--- src/rtl/ovl_bus_arbiter_rr.sv ---
// Round-robin arbiter sharing one address bus among NUM_REQ requesters.
// Each grant is held until done, the request drops, or MAX_HOLD cycles elapse.
module ovl_bus_arbiter_rr #(
  parameter int NUM_REQ   = 4,
  parameter int ADR_WIDTH = 8,
  parameter int MAX_HOLD  = 16,
  localparam int ID_W     = $clog2(NUM_REQ)
) (
  input  logic                           clk,
  input  logic                           reset,
  input  logic                           enable,
  input  logic [NUM_REQ-1:0]             req,
  input  logic [NUM_REQ*ADR_WIDTH-1:0]   req_adr,
  input  logic                           done,
  output logic [NUM_REQ-1:0]             grant,
  output logic                           bus_grant,
  output logic [ID_W-1:0]                grant_id,
  output logic [ADR_WIDTH-1:0]           current_adr,
  output logic                           timeout
);

  localparam int HC_W = $clog2(MAX_HOLD) + 1;
  localparam int SW   = ID_W + 2;

  typedef enum logic {IDLE = 1'b0, BUSY = 1'b1} state_t;

  state_t               r_state;
  logic [NUM_REQ-1:0]   r_grant;
  logic                 r_bus_grant;
  logic [ID_W-1:0]      r_grant_id;
  logic [ADR_WIDTH-1:0] r_current_adr;
  logic                 r_timeout;
  logic [HC_W-1:0]      r_hold_cnt;
  logic [ID_W-1:0]      r_last_ptr;

  logic [ADR_WIDTH-1:0] w_adr [NUM_REQ];
  logic [2*NUM_REQ-1:0] w_req2;
  logic [NUM_REQ-1:0]   w_rot;
  logic [SW-1:0]        w_shift;
  logic [SW-1:0]        w_sum;
  logic                 w_found;
  logic [ID_W-1:0]      w_winner;
  logic                 w_hold_hit;
  logic                 w_req_drop;
  logic                 w_release;

  genvar gi;
  generate
    for (gi = 0; gi < NUM_REQ; gi++) begin : g_adr
      assign w_adr[gi] = req_adr[gi*ADR_WIDTH +: ADR_WIDTH];
    end
  endgenerate

  // Rotate requests so bit 0 is the requester just after the last owner.
  assign w_shift = SW'(r_last_ptr) + SW'(1);
  assign w_req2  = {req, req} >> w_shift;
  assign w_rot   = w_req2[NUM_REQ-1:0];

  always_comb begin
    w_found  = 1'b0;
    w_sum    = '0;
    w_winner = '0;
    for (int k = NUM_REQ - 1; k >= 0; k--) begin
      if (w_rot[k]) begin
        w_found = 1'b1;
        w_sum   = w_shift + SW'(k);
      end
    end
    if (w_sum >= SW'(NUM_REQ)) begin
      w_winner = ID_W'(w_sum - SW'(NUM_REQ));
    end else begin
      w_winner = ID_W'(w_sum);
    end
  end

  assign w_hold_hit = (r_hold_cnt == HC_W'(MAX_HOLD - 1));
  assign w_req_drop = ~req[r_grant_id];
  assign w_release  = done | w_req_drop | w_hold_hit;

  always_ff @(posedge clk) begin
    if (reset) begin
      r_state       <= IDLE;
      r_grant       <= '0;
      r_bus_grant   <= 1'b0;
      r_grant_id    <= '0;
      r_current_adr <= '0;
      r_timeout     <= 1'b0;
      r_hold_cnt    <= '0;
      r_last_ptr    <= ID_W'(NUM_REQ - 1);
    end else begin
      r_timeout <= 1'b0;
      case (r_state)
        IDLE: begin
          r_grant     <= '0;
          r_bus_grant <= 1'b0;
          if (enable && w_found) begin
            r_grant       <= NUM_REQ'(1) << w_winner;
            r_bus_grant   <= 1'b1;
            r_grant_id    <= w_winner;
            r_current_adr <= w_adr[w_winner];
            r_last_ptr    <= w_winner;
            r_hold_cnt    <= '0;
            r_state       <= BUSY;
          end
        end
        BUSY: begin
          if (w_release) begin
            r_grant     <= '0;
            r_bus_grant <= 1'b0;
            r_state     <= IDLE;
            // Forced release only counts when nothing else ended the grant.
            r_timeout   <= w_hold_hit & ~done & ~w_req_drop;
          end else begin
            r_hold_cnt <= r_hold_cnt + HC_W'(1);
          end
        end
        default: r_state <= IDLE;
      endcase
    end
  end

  assign grant       = r_grant;
  assign bus_grant   = r_bus_grant;
  assign grant_id    = r_grant_id;
  assign current_adr = r_current_adr;
  assign timeout     = r_timeout;

endmodule

--- config.mk ---
export PLATFORM = sky130hd
export DESIGN_NAME = ovl_bus_arbiter_rr
export DESIGN_NICKNAME = d
export VERILOG_FILES = /design/src/rtl/ovl_bus_arbiter_rr.sv
export SDC_FILE = /design/constraint.sdc
export NUM_CORES = 1
export LEC_CHECK = 0
export CAP_MARGIN = 25
export CORE_ASPECT_RATIO = 0.9
export CORE_MARGIN = 1.5
export CORE_UTILIZATION = 35
export DETAILED_ROUTE_END_ITERATION = 6
export HOLD_SLACK_MARGIN = 0.12
export PLACE_DENSITY = 0.74
export SYNTH_ARGS = -nofsm -noshare
export SYNTH_HDL_FRONTEND = slang
export SYNTH_SLANG_ARGS = --single-unit
--- constraint.sdc ---
create_clock -name clk -period 2.65 [get_ports clk]
set_input_delay 0.3975 -clock clk [delete_from_list [all_inputs] [get_ports clk]]
set_output_delay 0.3975 -clock clk [all_outputs]
set_load 0.05 [all_outputs]
==> metrics, run 1 <==
post-CTS setup buffers 0; Least-Margin Pin Slew 0.518 ns; CP arrival 2.38 ns; Net Sw Power 0.301 mW; DR iter-0 viols 70; Yosys warning total 0; Worst EP required 2.79 ns; unrepaired setup endpoints after global routing false; Period minus WS final 2.24 ns; CTS Buf Count 3; fin crit share 0.844; CTS tree yes; worst-path fanout max 15; first-pass GRT wire length 5420 microns; Post-CTS Hold Fix Bufs 0; Setup Skew 0.00116 ns; number of diodes 0; first drt pass iteration count 4; final net count 236; area of the core 3680 sq um; Final Wtd Congestion 0.776; critical setup path kind in -> reg; GR Util met2 0.322; latest clock arrival within the worst-skew pair 0.27 ns; number of synthesized flops with an enable pin 0; area added between synthesis and finish 50.5%; gr ovfl total 0; Rel. slew slack 0.654; post-synth cell types 42; Peak VDD IR 0.000320 V; logic gate share of total power 0.313; sequential fraction of the synthesis area 0.363; final antenna-violating net count 0; Die Wd 67.9 microns; IO Port Bufs 55; cts repair resizes 0; gr busiest metal met2; count of final hold-check violations 0; DIE AREA 4160 sq um; vias per inst 5.29; met1 Use GR 0.207; worst path bufs/invs 2; Initial Util 0.360; Top Family by Delay on Critical Path buffers and inverters; drt total wl 3480 microns; largest buffer count on any clock path 2; Die Y 61.4 microns; Max-cap violations 0; P per Cell Area 527 nW/um^2; CTS sink count 24; slowest library cell on the worst path clkdlybuf4s50_1; Hold Crit Class reg -> reg; setup TNS 0 ns; Clock power frac 0.305; GR Util met3 0.0311; Mean Syn Cell Area 9.67 sq um; initial antenna violation count 0; Slew Limit Fails 0; HPWL after detailed placement 2670 microns; critical path launch point type input pin; largest net degree at the start of global routing 16; internal power 0.750 mW; CP endpoint kind register; CP Cell Sequence clkdlybuf4s50_1 -> or2b_2 -> a21boi_2 -> or3_1 -> buf_4 -> a2111oi_0 -> nor4_1; Synth Instances 137; routed vias 1264; Syn Nets 179; Synth Flop Type dfxtp_1; Netlist Area Pre-Place 1330 sq um; Rows 21; R2R Setup Slk 0.69 ns; outcome finished, final reports clean; DRC viols 0; IO Pins 56; root buf cell clkbuf_8; Sw Share 0.287; clk slew on worst S/H paths 0.08 ns; Setup-failing EPs final 0; power after layout 1.05 mW; P_leak 0.735 nW; async set-or-reset flop fraction in the synthesized netlist 0; largest stage delay on the critical path 0.57 ns; Max Freq 447 MHz; Yosys reg bits 24; GRT Resource Usage Total 0.175; sequential share of power 0.382; H-tree levels 1; vias in the first global route 1239; drt wl/cell 14.6 microns; share of layout cells above drive strength 1 0.114
## tightest hold or removal path: cells and delay by family (launching register included)
| kind | cells | cell delay (ns) |
|---|---|---|
| and+or+nand+nor | 1 | 0.05 |
| DFF | 1 | 0.32 |
| AOI/OAI and AO/OA | 1 | 0.05 |
## metrics by stage
stage,std cells,util,area (sq um),hold WS (ns),setup slack (ns)
detailed placement,235,0.523,1920,0.452,0.157
CTS,239,0.542,1990,0.475,0.431
global placement,235,0.523,1920,0.450,0.279
global route,239,0.542,1990,0.503,0.352
finish,239,0.542,1990,0.468,0.412
floorplan,137,-,1330,0.449,0.550
## cell usage in the layout (no fill, tap or decap), drive strengths merged, types with 2 or more instances in the layout
cell type,n
clkdlybuf4s50,55
dfxtp,24
nor2,15
mux2i,13
nand3b,9
a21oi,7
nand2,6
o21ai,6
mux2,6
buf,5
nor3,4
nor4b,4
nand2b,4
clkbuf,3
or3,2
nor3b,2
a2111oi,2
a211oi,2
nor4,2
xor2,2
ha,2
or2b,2
## registers in the layout, summed over array words and instances, names as in the netlist
name         cells
current_adr      8
r_hold_cnt       5
r_state          1
grant_id         2
timeout          1
grant            4
r_last_ptr       2
bus_grant        1
## layer usage
layer,wire [microns],part of all wire
met4,42,0.012
met3,234,0.067
met1,1520,0.44
met2,1680,0.48
met5,0,0
## kinds of logic after synthesis
logic type,synth area share
simple gates,0.257
fa+ha+maj,0.0189
buf+inv,0.0387
compound gates,0.129
mux,0.180
xor+xnor,0.0132
flops,0.363
## cell type report
type	instances	area, sq um
inverters	1	3.75
multi-input cells	104	793
clock buffers	3	41.3
well taps	46	57.6
repair buffers	60	588
clock inverters	1	30.0
flip-flops and latches	24	480
fillers	339	1680
## Yosys cell counts, types with 3 or more instances
cell type | number | area, sq um
a21oi_1 | 7 | 35.0
clkbuf_1 | 4 | 15.0
dfxtp_1 | 24 | 480
mux2_4 | 4 | 60.1
mux2i_1 | 13 | 130
nand2_1 | 6 | 22.5
nand2b_1 | 3 | 18.8
nand3b_1 | 9 | 67.6
nor2_1 | 15 | 56.3
nor3_1 | 4 | 20.0
nor4b_1 | 4 | 35.0
o21ai_1 | 5 | 25.0
## worst paths after layout
kind | start | to | cells past startpoint
hold / removal | grant[0] | grant[0] | 2
hold reg to reg | grant[0] | grant[0] | 2
setup reg to reg | r_last_ptr[0] | current_adr[1] | 6
setup / recovery | req[0] | current_adr[1] | 7
## power by group through the flow
stage               sequential, mW  clock, mW  combinational (mW)
global route                 0.405      0.347               0.349
detailed placement           0.410          0               0.330
global placement             0.409          0               0.322
CTS                          0.402      0.328               0.332
floorplan                    0.471          0               0.144
finish                       0.402      0.320               0.329
Note: power is estimated with default switching activity, not from simulation.
==> run 2, diff against run 1 <==
PLACE_DENSITY = 0.77   (was 0.74)
clock period = 1.93 ns   (was 2.65 ns; I/O delays follow)
==> run 2 against run 1 <==
Net effect: count of clock-buffer cells in the layout grew 1; first-iteration DRC count decreased by 31%; routed wire length down 5.7%; critical path type unchanged; combinational power rose by 50%; global-route usage shrank 0.36 points; cell count increased by 5.4%; largest power group unchanged.
==> metrics, run 2 (same netlist as run 1, synthesis figures left out) <==
CTS tree yes (unchanged); first drt pass iteration count 4 (unchanged); top layer in use met4 (unchanged); DIE AREA 4160 sq um (unchanged); power after layout 1.38 mW (was 1.05 mW); outcome finished, final reports clean (unchanged); Net Sw Power 0.414 mW (was 0.301 mW); Final Wtd Congestion 0.794 (was 0.776); M1 WL 1500 microns (was 1520 microns); Period minus WS final 1.89 ns; largest buffer count on any clock path 2 (unchanged); CP arrival 2.09 ns (was 2.38 ns); GRT Resource Usage Total 0.172 (was 0.175); logic gate share of total power 0.357 (was 0.313); Rel. slew slack 0.655 (was 0.654); number of diodes 0 (unchanged); Initial Util 0.360 (unchanged); internal power 0.969 mW (was 0.750 mW); final net count 249 (was 236); most common cell after layout, fill and taps aside clkdlybuf4s50_1 (unchanged); Slew Limit Fails 0 (unchanged); worst-path fanout max 6 (was 15); H-tree levels 1 (unchanged); Clock power frac 0.246 (was 0.305); Setup Skew 0.00351 ns (was 0.00116 ns); critical path launch point type input pin (unchanged); drt wl/cell 13.0 microns (was 14.6 microns); Least-Margin Pin Slew 0.515 ns (was 0.518 ns); area of the core 3680 sq um (unchanged); share of layout cells above drive strength 1 0.184 (was 0.114); Rows 21 (unchanged); first-pass GRT wire length 5420 microns (unchanged); max FFs per register 8 (unchanged); initial antenna violation count 0 (unchanged); Max Freq 530 MHz; routed vias 1240 (was 1264); Post-CTS Hold Fix Bufs 0 (unchanged); vias in the first global route 1248 (was 1239); IO Port Bufs 55 (unchanged); final antenna-violating net count 0 (unchanged); sequential share of power 0.397 (was 0.382); setup TNS 0 ns (unchanged); largest net degree at the start of global routing 14 (was 16); CTS sink count 24 (unchanged); fillcell total 338 (was 339); P per Cell Area 656 nW/um^2 (was 527 nW/um^2); Die Wd 67.9 microns (unchanged); Die Y 61.4 microns (unchanged); root buf cell clkbuf_8 (unchanged); DR iter-0 viols 48 (was 70); drt total wl 3280 microns (was 3480 microns); Sw Share 0.299 (was 0.287); fin crit share 0.977; P_leak 0.813 nW (was 0.735 nW); met3 wire length 201 microns (was 234 microns); Max-cap violations 0 (unchanged); IO Pins 56 (unchanged); met2 WL 1570 microns (was 1680 microns); Setup-failing EPs final 0 (unchanged); gr ovfl total 0 (unchanged); clk slew on worst S/H paths 0.09 ns (was 0.08 ns); unrepaired setup endpoints after global routing true (was false); CTS Buf Count 3 (unchanged); count of final hold-check violations 0 (unchanged); CP endpoint kind register (unchanged); vias per inst 4.92 (was 5.29); Final Util 0.573 (was 0.542); area added between synthesis and finish 59.1% (was 50.5%); Peak VDD IR 0.000290 V (was 0.000320 V); Hold Crit Class reg -> reg (unchanged); critical setup path kind in -> reg (unchanged); Placed Cells incl. Taps 248 (was 235); post-CTS setup buffers 0 (unchanged); latest clock arrival within the worst-skew pair 0.26 ns (was 0.27 ns); final cell count without fillers 252 (was 239); HPWL after detailed placement 2560 microns (was 2670 microns); most frequent cells in the layout clkdlybuf4s50_1, dfxtp_1, buf_4 (was clkdlybuf4s50_1, dfxtp_1, nor2_1); Worst EP required 2.13 ns (was 2.79 ns); DRC viols 0 (unchanged)
[run 2: power groups by stage]
stage	Clock [mW]	Combinational (mW)	Sequential [mW]
finish	0.340	0.493	0.550
global route	0.370	0.528	0.554
floorplan	0	0.198	0.647
detailed placement	0	0.493	0.561
CTS	0.351	0.498	0.550
global placement	0	0.489	0.561
[run 2: metrics by stage]
step	hold slack [ns]	instance area (sq um)	setup WS (ns)
2_1_floorplan	0.449	1330	0.0104
3_3_place_gp	0.459	2050	-0.302
3_5_place_dp	0.462	2050	-0.360
4_1_cts	0.478	2110	0.00310
5_1_grt	0.498	2110	-0.00120
6_report	0.477	2110	0.0447
[run 2: cell type report]
cell class | count | area (sq um) | share of cell area
multi-input cells | 104 | 800 | 0.379
repair buffers | 73 | 711 | 0.337
flip-flops and latches | 24 | 482 | 0.228
well taps | 46 | 57.6 | 0.0273
clock buffers | 4 | 55.1 | 0.0261
inverters | 1 | 3.75 | 0.00178
[run 2: routing by layer]
layer / GRT usage / up-vias
met1: 0.208 / 564
li1: - / 643
met2: 0.319 / 31
met3: 0.0311 / 2
met4: 0.0371 / 0
met5: 0 / -
[run 2: critical path, stage by stage]
cell and delay [ns]:
clkdlybuf4s50_1 0.46, mux4_1 0.57, and4bb_2 0.30, or3_1 0.32
a21oi_1 0.15
[run 2: repair_timing]
action	4_1_cts	5_1_grt
pin swaps	2	2
gates resized for setup	4	1
endpoints found under the setup margin	7	11
[run 2: final timing paths]
check | from | endpoint | slack, ns | depth (start not counted)
setup / recovery | req[2] | r_hold_cnt[4] | 0.04 | 5
hold / removal | r_hold_cnt[1] | r_hold_cnt[1] | 0.48 | 2
setup reg to reg | grant_id[0] | r_hold_cnt[4] | 0.15 | 4
hold reg to reg | r_hold_cnt[1] | r_hold_cnt[1] | 0.48 | 2
==> run 3, diff against run 2 <==
CAP_MARGIN = 15   (was 25)
==> results of run 3 <==
Same layout as run 2: the final DEF is identical, and so are final timing and power.
==> variant: new RTL, config.mk and constraints of run 3 <==
Make the reset (`reset`) asynchronous in one clocked block.
--- a/src/rtl/ovl_bus_arbiter_rr.sv
+++ b/src/rtl/ovl_bus_arbiter_rr.sv
@@ -77,7 +77,7 @@
   assign w_req_drop = ~req[r_grant_id];
   assign w_release  = done | w_req_drop | w_hold_hit;
 
-  always_ff @(posedge clk) begin
+  always_ff @(posedge clk or posedge reset) begin
     if (reset) begin
       r_state       <= IDLE;
       r_grant       <= '0;
Check against the original RTL: differs if reset is asserted again (counterexample within 4 cycles, from zero or initial values and one cycle with reset high); with reset held inactive, the same outputs for 10 cycles.
==> variant against run 3 <==
Sequential cell count unchanged. First-iteration DRC count is 8.3% higher. Synthesized area increased by 4.1%. Routed wire length is 6.9% higher. Setup slack gained 0.033 ns. Count of clock-buffer cells in the layout stayed put. Final area up 2.1%.
Power is not compared: it rests on default switching activity, and its combinational part moved more than twofold at a synthesized area within 25%.
==> variant: results (changes against run 3) <==
| Metric | Value |
|---|---|
| Status | `finished, final reports clean` |
| Total GRT Usage | `17.0% (-0.11 points)` |
| Wire per inst | `13.8 µm (+5.6%)` |
| Vias in the first global route | `1313 (+5.2%)` |
| Post-synthesis mux area share | `9.71% (-8.3 points)` |
| R2r worst-path depth | `5 (+1)` |
| Netlist cell types | `34 (-19%)` |
| Synth Area in Compound Gates | `23.0% (+10 points)` |
| Met1 usage | `23.5% (+2.8 points)` |
| Share of cells above drive strength 1 | `17.2% (-1.2 points)` |
| WP data arrival | `2.01 ns (-0.08 ns)` |
| Starting DRT DRC Count | `52 (+8.3%)` |
| Critical Path Max Stage Delay | `0.47 ns (-0.10 ns)` |
| Fill cells | `340 (+0.59%)` |
| Slew @ Worst Pin | `0.503 ns (-0.0127 ns)` |
| Met2 WL | `1.63 mm (+3.6%)` |
| Total power | `2.65 mW` |
| Met2 GRT Util | `27.5% (-4.4 points)` |
| Metal-1 WL | `1.63 mm (+9.0%)` |
| Crit Path Max Fanout | `8 (+2)` |
| Critical path startpoint | `req[3]` |
| Reg2reg start | `r_last_ptr[1]` |
| Final Non-Filler Cells | `255 (+1.2%)` |
| Post-synthesis async set-or-reset flop share | `100% (+100 points)` |
| Skew final | `0.00482 ns (+0.00131 ns)` |
| Placed Cells incl. Taps | `250 (+0.81%)` |
| Dominant synthesized flop cell | `dfrtp_1` |
| Dpl hpwl | `2.63 mm (+2.7%)` |
| Gpl congestion | `0.842 (+6.1%)` |
[variant: final timing paths]
kind                                  end  slack, ns
min                              grant[3]       0.36
max reg2reg                current_adr[3]       0.11
min in group clk                bus_grant       0.49
max in group asynchronous   r_last_ptr[0]       1.27
min reg2reg                     bus_grant       0.49
max                         r_hold_cnt[0]       0.08
[variant: final cells by class]
type | count | share of cell area (%)
timing repair buffer | 74 | 32.8
multi-input combinational | 92 | 31.8
sequential | 24 | 28.1
tap | 46 | 2.67
inverter | 15 | 2.61
clock buffer | 4 | 2.09
[variant: worst max-delay path: cells and delay by family]
family / cells / cell delay, ns
multiplexers: 2 / 0.73
buffers and inverters: 3 / 0.75
AND/OR/NAND/NOR: 1 / 0.23
[variant: per-stage QoR]
stage	area [µm²]	util (%)	worst slack (ns)	hold slack [ns]
global route	2150	57.3	-0.00922	0.419
floorplan	1380	-	0.0259	0.303
detailed placement	2090	55.5	-0.256	0.469
global placement	2090	55.5	-0.150	0.469
finish	2150	57.3	0.0777	0.355
CTS	2130	56.8	0.0705	0.367
